## src/rtl/mem_access_ctrl_pkg.sv

```systemverilog
// Shared definitions for the MEM-stage multi-cycle data memory access controller.
package mem_access_ctrl_pkg;

  localparam int unsigned DATA_W = 32;

  typedef enum logic [1:0] {
    IDLE = 2'd0,
    WAIT = 2'd1,
    DONE = 2'd2
  } state_e;

endpackage

```

## src/rtl/mem_access_ctrl_if.sv

```systemverilog
// Data memory bus between the access controller (master) and the multi-cycle memory (slave).
interface mem_access_ctrl_if;
  import mem_access_ctrl_pkg::*;

  logic              mem_req_o;
  logic              mem_we_o;
  logic [DATA_W-1:0] mem_addr_o;
  logic [DATA_W-1:0] mem_wdata_o;
  logic              mem_ack_i;
  logic [DATA_W-1:0] mem_rdata_i;

  modport master (
    output mem_req_o, mem_we_o, mem_addr_o, mem_wdata_o,
    input  mem_ack_i, mem_rdata_i
  );

  modport slave (
    input  mem_req_o, mem_we_o, mem_addr_o, mem_wdata_o,
    output mem_ack_i, mem_rdata_i
  );

endinterface

```

## src/rtl/mem_access_ctrl.sv

```systemverilog
// MEM-stage controller: stalls the pipeline while a load/store completes on a multi-cycle memory.
// Optional macro MEM_ACCESS_TIMEOUT_EN aborts a request after TIMEOUT_CYCLES WAIT cycles and sets err_o.
module mem_access_ctrl
  import mem_access_ctrl_pkg::*;
#(
  parameter int unsigned TIMEOUT_CYCLES = 64
) (
  input  logic              clk_i,
  input  logic              rst_i,
  input  logic              MemRead_i,
  input  logic              MemWrite_i,
  input  logic [DATA_W-1:0] ALUResult_i,
  input  logic [DATA_W-1:0] MemWriteData_i,
  mem_access_ctrl_if.master mem,
  output logic              stall_o,
  output logic [DATA_W-1:0] ReadData_o,
  output logic              ReadValid_o,
  output logic              err_o
);

  if (TIMEOUT_CYCLES < 2 || TIMEOUT_CYCLES > 255) begin : g_bad_timeout
    $error("mem_access_ctrl: TIMEOUT_CYCLES must be in 2..255");
  end

  state_e            state_q;
  logic              req_q;
  logic              we_q;
  logic [DATA_W-1:0] addr_q;
  logic [DATA_W-1:0] wdata_q;
  logic [DATA_W-1:0] rdata_q;
  logic              rvalid_q;
  logic              access;

  assign access = MemRead_i | MemWrite_i;

`ifdef MEM_ACCESS_TIMEOUT_EN
  localparam logic [7:0] TIMEOUT_LAST = 8'(TIMEOUT_CYCLES - 1);
  logic [7:0] cnt_q;
  logic       err_q;
  assign err_o = err_q;
`else
  assign err_o = 1'b0;
`endif

  always_ff @(posedge clk_i) begin
    if (rst_i) begin
      state_q  <= IDLE;
      req_q    <= 1'b0;
      we_q     <= 1'b0;
      addr_q   <= '0;
      wdata_q  <= '0;
      rdata_q  <= '0;
      rvalid_q <= 1'b0;
`ifdef MEM_ACCESS_TIMEOUT_EN
      cnt_q    <= '0;
      err_q    <= 1'b0;
`endif
    end else begin
      rvalid_q <= 1'b0;
      case (state_q)
        IDLE: begin
          if (access) begin
            // A simultaneous read and write request is issued as a write.
            addr_q  <= ALUResult_i;
            wdata_q <= MemWriteData_i;
            we_q    <= MemWrite_i;
            req_q   <= 1'b1;
            state_q <= WAIT;
`ifdef MEM_ACCESS_TIMEOUT_EN
            cnt_q   <= '0;
`endif
          end
        end
        WAIT: begin
          if (mem.mem_ack_i) begin
            req_q   <= 1'b0;
            state_q <= DONE;
            if (!we_q) begin
              rdata_q  <= mem.mem_rdata_i;
              rvalid_q <= 1'b1;
            end
          end
`ifdef MEM_ACCESS_TIMEOUT_EN
          else if (cnt_q == TIMEOUT_LAST) begin
            // Abort: a timed-out load still completes, returning zero data.
            req_q   <= 1'b0;
            err_q   <= 1'b1;
            state_q <= DONE;
            if (!we_q) begin
              rdata_q  <= '0;
              rvalid_q <= 1'b1;
            end
          end else begin
            cnt_q <= cnt_q + 8'd1;
          end
`endif
        end
        DONE: begin
          state_q <= IDLE;
        end
        default: begin
          state_q <= IDLE;
          req_q   <= 1'b0;
        end
      endcase
    end
  end

  // The request cycle itself stalls so EX/MEM holds until DONE lets it advance once.
  always_comb begin
    stall_o = 1'b0;
    if (!rst_i) begin
      stall_o = (state_q == WAIT) || ((state_q == IDLE) && access);
    end
  end

  assign mem.mem_req_o   = req_q;
  assign mem.mem_we_o    = we_q;
  assign mem.mem_addr_o  = addr_q;
  assign mem.mem_wdata_o = wdata_q;
  assign ReadData_o      = rdata_q;
  assign ReadValid_o     = rvalid_q;

endmodule

```

## src/flat_wrapper.sv

```systemverilog
// flat-port wrapper written by rule: the top's interface ports become plain ports
module mem_access_ctrl_flat import mem_access_ctrl_pkg::*;
#(
  parameter int unsigned TIMEOUT_CYCLES = 64
)
  (clk_i, rst_i, MemRead_i, MemWrite_i, ALUResult_i, MemWriteData_i, stall_o, ReadData_o, ReadValid_o, err_o, mem_mem_req_o, mem_mem_we_o, mem_mem_addr_o, mem_mem_wdata_o, mem_mem_ack_i, mem_mem_rdata_i);
  mem_access_ctrl_if mem_i ();
  input  logic clk_i;
  input  logic rst_i;
  input  logic MemRead_i;
  input  logic MemWrite_i;
  input  logic [DATA_W-1:0] ALUResult_i;
  input  logic [DATA_W-1:0] MemWriteData_i;
  output logic stall_o;
  output logic [DATA_W-1:0] ReadData_o;
  output logic ReadValid_o;
  output logic err_o;
  output wire logic [$bits(mem_i.mem_req_o)-1:0] mem_mem_req_o;
  output wire logic [$bits(mem_i.mem_we_o)-1:0] mem_mem_we_o;
  output wire logic [$bits(mem_i.mem_addr_o)-1:0] mem_mem_addr_o;
  output wire logic [$bits(mem_i.mem_wdata_o)-1:0] mem_mem_wdata_o;
  input wire logic [$bits(mem_i.mem_ack_i)-1:0] mem_mem_ack_i;
  input wire logic [$bits(mem_i.mem_rdata_i)-1:0] mem_mem_rdata_i;
  assign mem_mem_req_o = mem_i.mem_req_o;
  assign mem_mem_we_o = mem_i.mem_we_o;
  assign mem_mem_addr_o = mem_i.mem_addr_o;
  assign mem_mem_wdata_o = mem_i.mem_wdata_o;
  assign mem_i.mem_ack_i = mem_mem_ack_i;
  assign mem_i.mem_rdata_i = mem_mem_rdata_i;
  mem_access_ctrl #(.TIMEOUT_CYCLES(TIMEOUT_CYCLES)) u_core (.clk_i(clk_i), .rst_i(rst_i), .MemRead_i(MemRead_i), .MemWrite_i(MemWrite_i), .ALUResult_i(ALUResult_i), .MemWriteData_i(MemWriteData_i), .mem(mem_i), .stall_o(stall_o), .ReadData_o(ReadData_o), .ReadValid_o(ReadValid_o), .err_o(err_o));
endmodule
```

## config.mk

```make
export PLATFORM = sky130hd
export DESIGN_NAME = mem_access_ctrl_flat
export DESIGN_NICKNAME = d
export VERILOG_FILES = /design/src/rtl/mem_access_ctrl_pkg.sv /design/src/rtl/mem_access_ctrl_if.sv /design/src/rtl/mem_access_ctrl.sv /design/src/flat_wrapper.sv
export SDC_FILE = /design/constraint.sdc
export NUM_CORES = 1
export LEC_CHECK = 0
export CORE_ASPECT_RATIO = 1.2
export CORE_MARGIN = 3
export CORE_UTILIZATION = 41
export DETAILED_ROUTE_END_ITERATION = 7
export PLACE_DENSITY = 0.8
export SETUP_SLACK_MARGIN = 0.3
export SYNTH_ARGS = -nofsm -noshare
export SYNTH_HDL_FRONTEND = slang
export SYNTH_SLANG_ARGS = --single-unit
```

## constraint.sdc

```tcl
create_clock -name clk_i -period 1.5 [get_ports clk_i]
set_clock_uncertainty 0.2 [all_clocks]
set_input_delay 0.3 -clock clk_i [delete_from_list [all_inputs] [get_ports clk_i]]
set_output_delay 0.3 -clock clk_i [all_outputs]
set_load 0.1 [all_outputs]
```

==> results of run 1 <==
-- per-stage QoR --
step | util | setup TNS (ns)
floorplan | - | -0.179
CTS | 0.849 | -15.37
global route | 0.878 | -27.27
detailed placement | 0.742 | -28.51
finish | 0.878 | -22.59
global placement | 0.742 | -25.46
-- synth_stat cells, drive strengths merged --
cell	number	area [um2]
nand2b	128	801
dfxtp	101	2020
nand2	66	248
mux2i	64	641
a21oi	36	199
buf	19	224
clkbuf	15	56.3
nor2	2	10.0
o21ai	2	10.0
a21bo	1	10.0
and4bb	1	12.5
conb	1	3.75
nand3b	1	7.51
nand4bb	1	11.3
nor3	1	5.00
o21a	1	7.51
or2	1	6.26
or2b	1	8.76
-- final cells by class --
class / count / area share
clock inverter: 3 / 0.00451
clock buffer: 13 / 0.0317
timing repair buffer: 286 / 0.450
sequential: 101 / 0.244
multi-input combinational: 307 / 0.252
tap: 126 / 0.0178
-- worst register-to-register path: cells and delay by family, from the launching register on --
family | cells | cell delay, ns
buf+inv | 6 | 0.66
simple gates | 1 | 0.14
compound gates | 1 | 0.18
mux | 1 | 0.23
flops | 1 | 0.37
-- cell families (layout without fill, tap and decap cells) --
kind of cell | Yosys count | after routing | share of synthesized area
simple gates | 202 | 202 | 0.259
flops | 101 | 101 | 0.472
buf+inv | 34 | 302 | 0.0654
compound gates | 40 | 40 | 0.0529
mux | 64 | 64 | 0.150
other cells | 1 | 1 | 0.000876
-- registers in the layout (all words and copies together) (netlist names) --
signal,count
u_core.ReadData_o,32
u_core.mem.mem_addr_o,32
u_core.mem.mem_wdata_o,32
u_core.state_q,2
u_core.ReadValid_o,1
u_core.mem.mem_req_o,1
u_core.mem.mem_we_o,1
-- routing by layer --
| metal | vias up | wire, um | global-route usage |
|---|---|---|---|
| met5 | - | 0 | 0 |
| met4 | 0 | 744 | 0.123 |
| met3 | 44 | 1060 | 0.0640 |
| met2 | 195 | 9100 | 0.486 |
| met1 | 1957 | 5900 | 0.266 |
| li1 | 1953 | - | - |
-- worst max-delay path by stage --
stage | from | to | slack, ns
finish | u_core.state_q[0] | u_core.mem.mem_wdata_o[31] | -0.38
global route | u_core.state_q[0] | u_core.mem.mem_wdata_o[31] | -0.42
CTS | u_core.state_q[0] | stall_o | -0.37
detailed placement | MemWrite_i | stall_o | -0.36
global placement | MemWrite_i | stall_o | -0.34
floorplan | u_core.state_q[0] | stall_o | -0.18
-- where the power goes --
group | switching (W) | internal, W | total (W)
Combinational | 0.00219 | 0.00169 | 0.00388
Clock | 0.00102 | 0.00148 | 0.00250
Sequential | 0.000229 | 0.00293 | 0.00316
-- what timing repair did --
| item | in CTS | in global routing |
|---|---|---|
| endpoints found under the hold margin | 0 | 0 |
| setup buffers | 42 | 20 |
| gates resized for setup | 61 | 42 |
| pin swaps | 9 | 3 |
| setup endpoints to repair | 198 | 198 |
| gates cloned | 9 | 0 |
==> qor.yml, run 1 <==
cts:
  clk_latency_ns: 0.34
  cts_tree: "built"
  numCtsBuffers: 9
  path_clk_slew_ns: 0.07
  h-tree-depth: 3
  clockRootBuffer: "clkbuf_16"
  holdBufCountCts: 0
  cts_buffer_depth: 2
  clock-sinks: 101
sta:
  period_needed_ns: 1.88
  fin_crit_sh: 1.25
  slew_violations: 0
  hold_violations: 0
  rsz0062_at_grt: "yes"
  setup_viol: 98
  fin_ws_ns: -0.376
  max_freq_mhz: 533
  holdWs_ns: 0.131
global_routing:
  grt_max_degree: 73
  track_usage: 0.261
  grt_pass1_vias: 4499
  gr-total-overflow: 0
  antenna_found_initial: 0
  grt_pass1_wl_mm: 23.6
placed_design:
  hpwl_mm: 9.35
  dp_cells: 749
  dpl_cell_area_mm2: 0.00750
  place_ws_ns: -0.364
  gp_congestion: 0.752
  portBuffers: 200
routing:
  ant_nets: 0
  drt_iter0_drc: 128
  wl_mm: 16.8
  drc_errors: 0
  drt_first_pass_iters: 4
  num_vias: 4149
  vias_per_cell: 4.96
  wl_per_cell_um: 20.1
critical_path:
  slowest_delay_ns: 0.37
  r2r-start: "u_core.state_q[0]"
  cp-end-kind: "register"
  r2r_end: "u_core.mem.mem_wdata_o[31]"
  crit_cells: 9
  worstPathMaxFanout: 8
  cp_cell_sequence: "nor2_4, buf_6, buf_6, buf_6, o21a_4, buf_6, buf_6, buf_16, mux2i_1"
  cp_slowest_cell: "dfxtp_4"
  worst_ep_required_time_ns: 1.55
  crit_top_cell: "buf_6"
  arrival_ns: 1.93
  critPathBufInv: 6
  cpLargestDelayFamily: "buffers and inverters"
  reg2reg_depth: 9
  regToRegSetupSlack_ns: -0.38
  start_kind: "register"
  critPathKind: "reg2reg"
floorplanning:
  io_pins: 202
  core_area_mm2: 0.0101
  die_y_um: 118
  rows: 40
  initial_utilization: 0.424
  die_w_um: 99.3
  dieArea_mm2: 0.0117
synthesis:
  ys_seq_elements: 101
  avgSynthCellArea_um2: 9.69
  syn-cell-area_mm2: 0.00428
  ys.warnings.count: 0
  syn-num-nets: 543
  ys_types: 24
  ys_seq_area_frac: 0.472
  synthCells: 442
hold_path:
  min_path_type: "in2reg"
  hp-start: "MemWrite_i"
  min_path_cells: 3
  hold_path_end: "u_core.mem.mem_we_o"
power:
  power.total_w: 0.00954
  p_leak_nw: 3.67
  power.density_mw_per_mm2: 1070
  irDropWorstVdd_mv: 0.618
layout:
  nFillCells: 438
  antennaDiodeCount: 0
  nets: 806
  multi_input_area_mm2: 0.00224
  layout.cells.non_filler: 836
  design_area_mm2: 0.00888
  drive_gt1_frac: 0.517
  area_growth_pct: 107
  most-common-layout-cells: "nand2b_1, buf_12, clkdlybuf4s50_1"
  seq_area_mm2: 0.00217
  final_common_cell: "nand2b_1"
status:
  outcome: "complete, but fails checks"
  violations: "setup timing"
flow_run:
  maxCapViolations: 0
(Power assumes the default switching activity.)
==> run 2: changes to the inputs <==
CORE_UTILIZATION = 30   (was 41)
CTS_CLUSTER_SIZE = 24   (was unset)
PLACE_DENSITY = unset   (was 0.8)
REMOVE_ABC_BUFFERS = 1   (was unset)
==> run 2 against run 1 <==
Effect of this change: the run still ends with setup timing left; routed wire length down 15%; global-route usage down 9.7 points; critical path type is now reg2out; flip-flop and latch count unchanged; critical endpoint is now stall_o; largest cell class unchanged.
==> qor.yml, run 2 (synthesis results as in run 1) <==
cts:
  clockRootBuffer: "clkbuf_16"
  path_clk_slew_ns: 0.07
  holdBufCountCts: 0
  clk_latency_ns: 0.34
  cts_tree: "built"
  cts_buffer_depth: 2
  h-tree-depth: 3
  numCtsBuffers: 9
  clock-sinks: 101
floorplanning:
  core_area_mm2: 0.0139
  io_pins: 202
  die_w_um: 115
  rows: 47
  die_y_um: 137
  dieArea_mm2: 0.0158
  initial_utilization: 0.309
placed_design:
  gp_congestion: 0.687
  dp_cells: 792
  hpwl_mm: 8.92
  place_ws_ns: -0.403
  dpl_cell_area_mm2: 0.00740
  portBuffers: 200
routing:
  num_vias: 3908
  wl_mm: 14.2
  drt_first_pass_iters: 4
  drt_iter0_drc: 127
  vias_per_cell: 4.52
  ant_nets: 0
  drc_errors: 0
  wl_per_cell_um: 16.5
layout:
  nets: 789
  final_common_cell: "nand2b_1"
  most-common-layout-cells: "nand2b_1, buf_12, clkdlybuf4s50_1"
  drive_gt1_frac: 0.515
  layout.cells.non_filler: 864
  design_area_mm2: 0.00888
  antennaDiodeCount: 0
  area_growth_pct: 107
global_routing:
  grt_pass1_vias: 3917
  grt_pass1_wl_mm: 20.0
  track_usage: 0.164
  gr-total-overflow: 0
  grt_max_degree: 97
  antenna_found_initial: 0
power:
  p_leak_nw: 3.71
  power.total_w: 0.00915
  irDropWorstVdd_mv: 0.609
  power.density_mw_per_mm2: 1030
sta:
  fin_ws_ns: -0.322
  max_freq_mhz: 549
  slew_violations: 0
  period_needed_ns: 1.82
  rsz0062_at_grt: "yes"
  fin_crit_sh: 1.21
  hold_violations: 0
  setup_viol: 97
critical_path:
  critPathBufInv: 1
  critPathKind: "reg2out"
  cp-end-kind: "output port"
  arrival_ns: 1.32
  cp_cell_sequence: "or2b_4, a21oi_4, buf_12"
  r2r-start: "u_core.state_q[1]"
  worst_ep_required_time_ns: 1.00
  worstPathMaxFanout: 3
  slowest_delay_ns: 0.37
  cp_slowest_cell: "dfxtp_4"
  start_kind: "register"
  regToRegSetupSlack_ns: -0.31
  setup.worst_path.start: "u_core.state_q[0]"
  cpLargestDelayFamily: "flip-flops"
flow_run:
  maxCapViolations: 0
hold_path:
  hp-start: "rst_i"
  min_path_type: "in2reg"
status:
  violations: "setup timing"
  outcome: "complete, but fails checks"
==> run 2: timing repair <==
item	CTS	global route
setup buffers	21	23
endpoints found under the setup margin	198	199
resized for setup	114	103
pin swaps	2	53
cloned	5	7
==> run 2: worst paths after layout <==
check                                             end  cells past startpoint
worst max-delay path                          stall_o                      3
worst min-delay path             u_core.ReadData_o[0]                      2
worst max register to register  u_core.ReadData_o[19]                      8
worst min register to register  u_core.ReadData_o[25]                      2
==> run 2: per-layer routing <==
metal | vias up | routed length (um) | track usage
met2 | 130 | 7710 | 0.294
met3 | 17 | 1200 | 0.0655
met5 | - | 0 | 0
met4 | 0 | 283 | 0.0594
met1 | 1846 | 5040 | 0.170
li1 | 1915 | - | -
==> run 2: report_power, final <==
part	internal (W)	switching, W	total [W]
combinational	0.00165	0.00215	0.00380
clock	0.00122	0.000988	0.00221
sequential	0.00293	0.000213	0.00314
total	0.00580	0.00335	0.00915
==> run 2: layout make-up <==
class / count / area, um2
clock buffer: 15 / 268
tap: 171 / 214
fill: 1058 / 5000
sequential: 101 / 2160
multi-input combinational: 307 / 2340
clock inverter: 1 / 5.00
timing repair buffer: 269 / 3890
==> run 2: metrics by stage <==
| stage | utilization | hold slack [ns] | TNS, ns |
|---|---|---|---|
| 2_1_floorplan | - | 0.162 | -133.81 |
| 3_3_place_gp | 0.533 | 0.279 | -26.86 |
| 3_5_place_dp | 0.533 | 0.283 | -28.35 |
| 4_1_cts | 0.588 | 0.0313 | -7.16 |
| 5_1_grt | 0.640 | 0.0365 | -17.55 |
| 6_report | 0.640 | 0.0362 | -12.05 |
==> run 2: worst reg2reg max path, cell delays in order (launching register included) <==
cell,delay (ns)
dfxtp_4,0.36
buf_4,0.13
buf_6,0.10
buf_6,0.10
and4bb_4,0.34
buf_6,0.13
clkbuf_16,0.18
nand2_4,0.06
a21oi_2,0.14
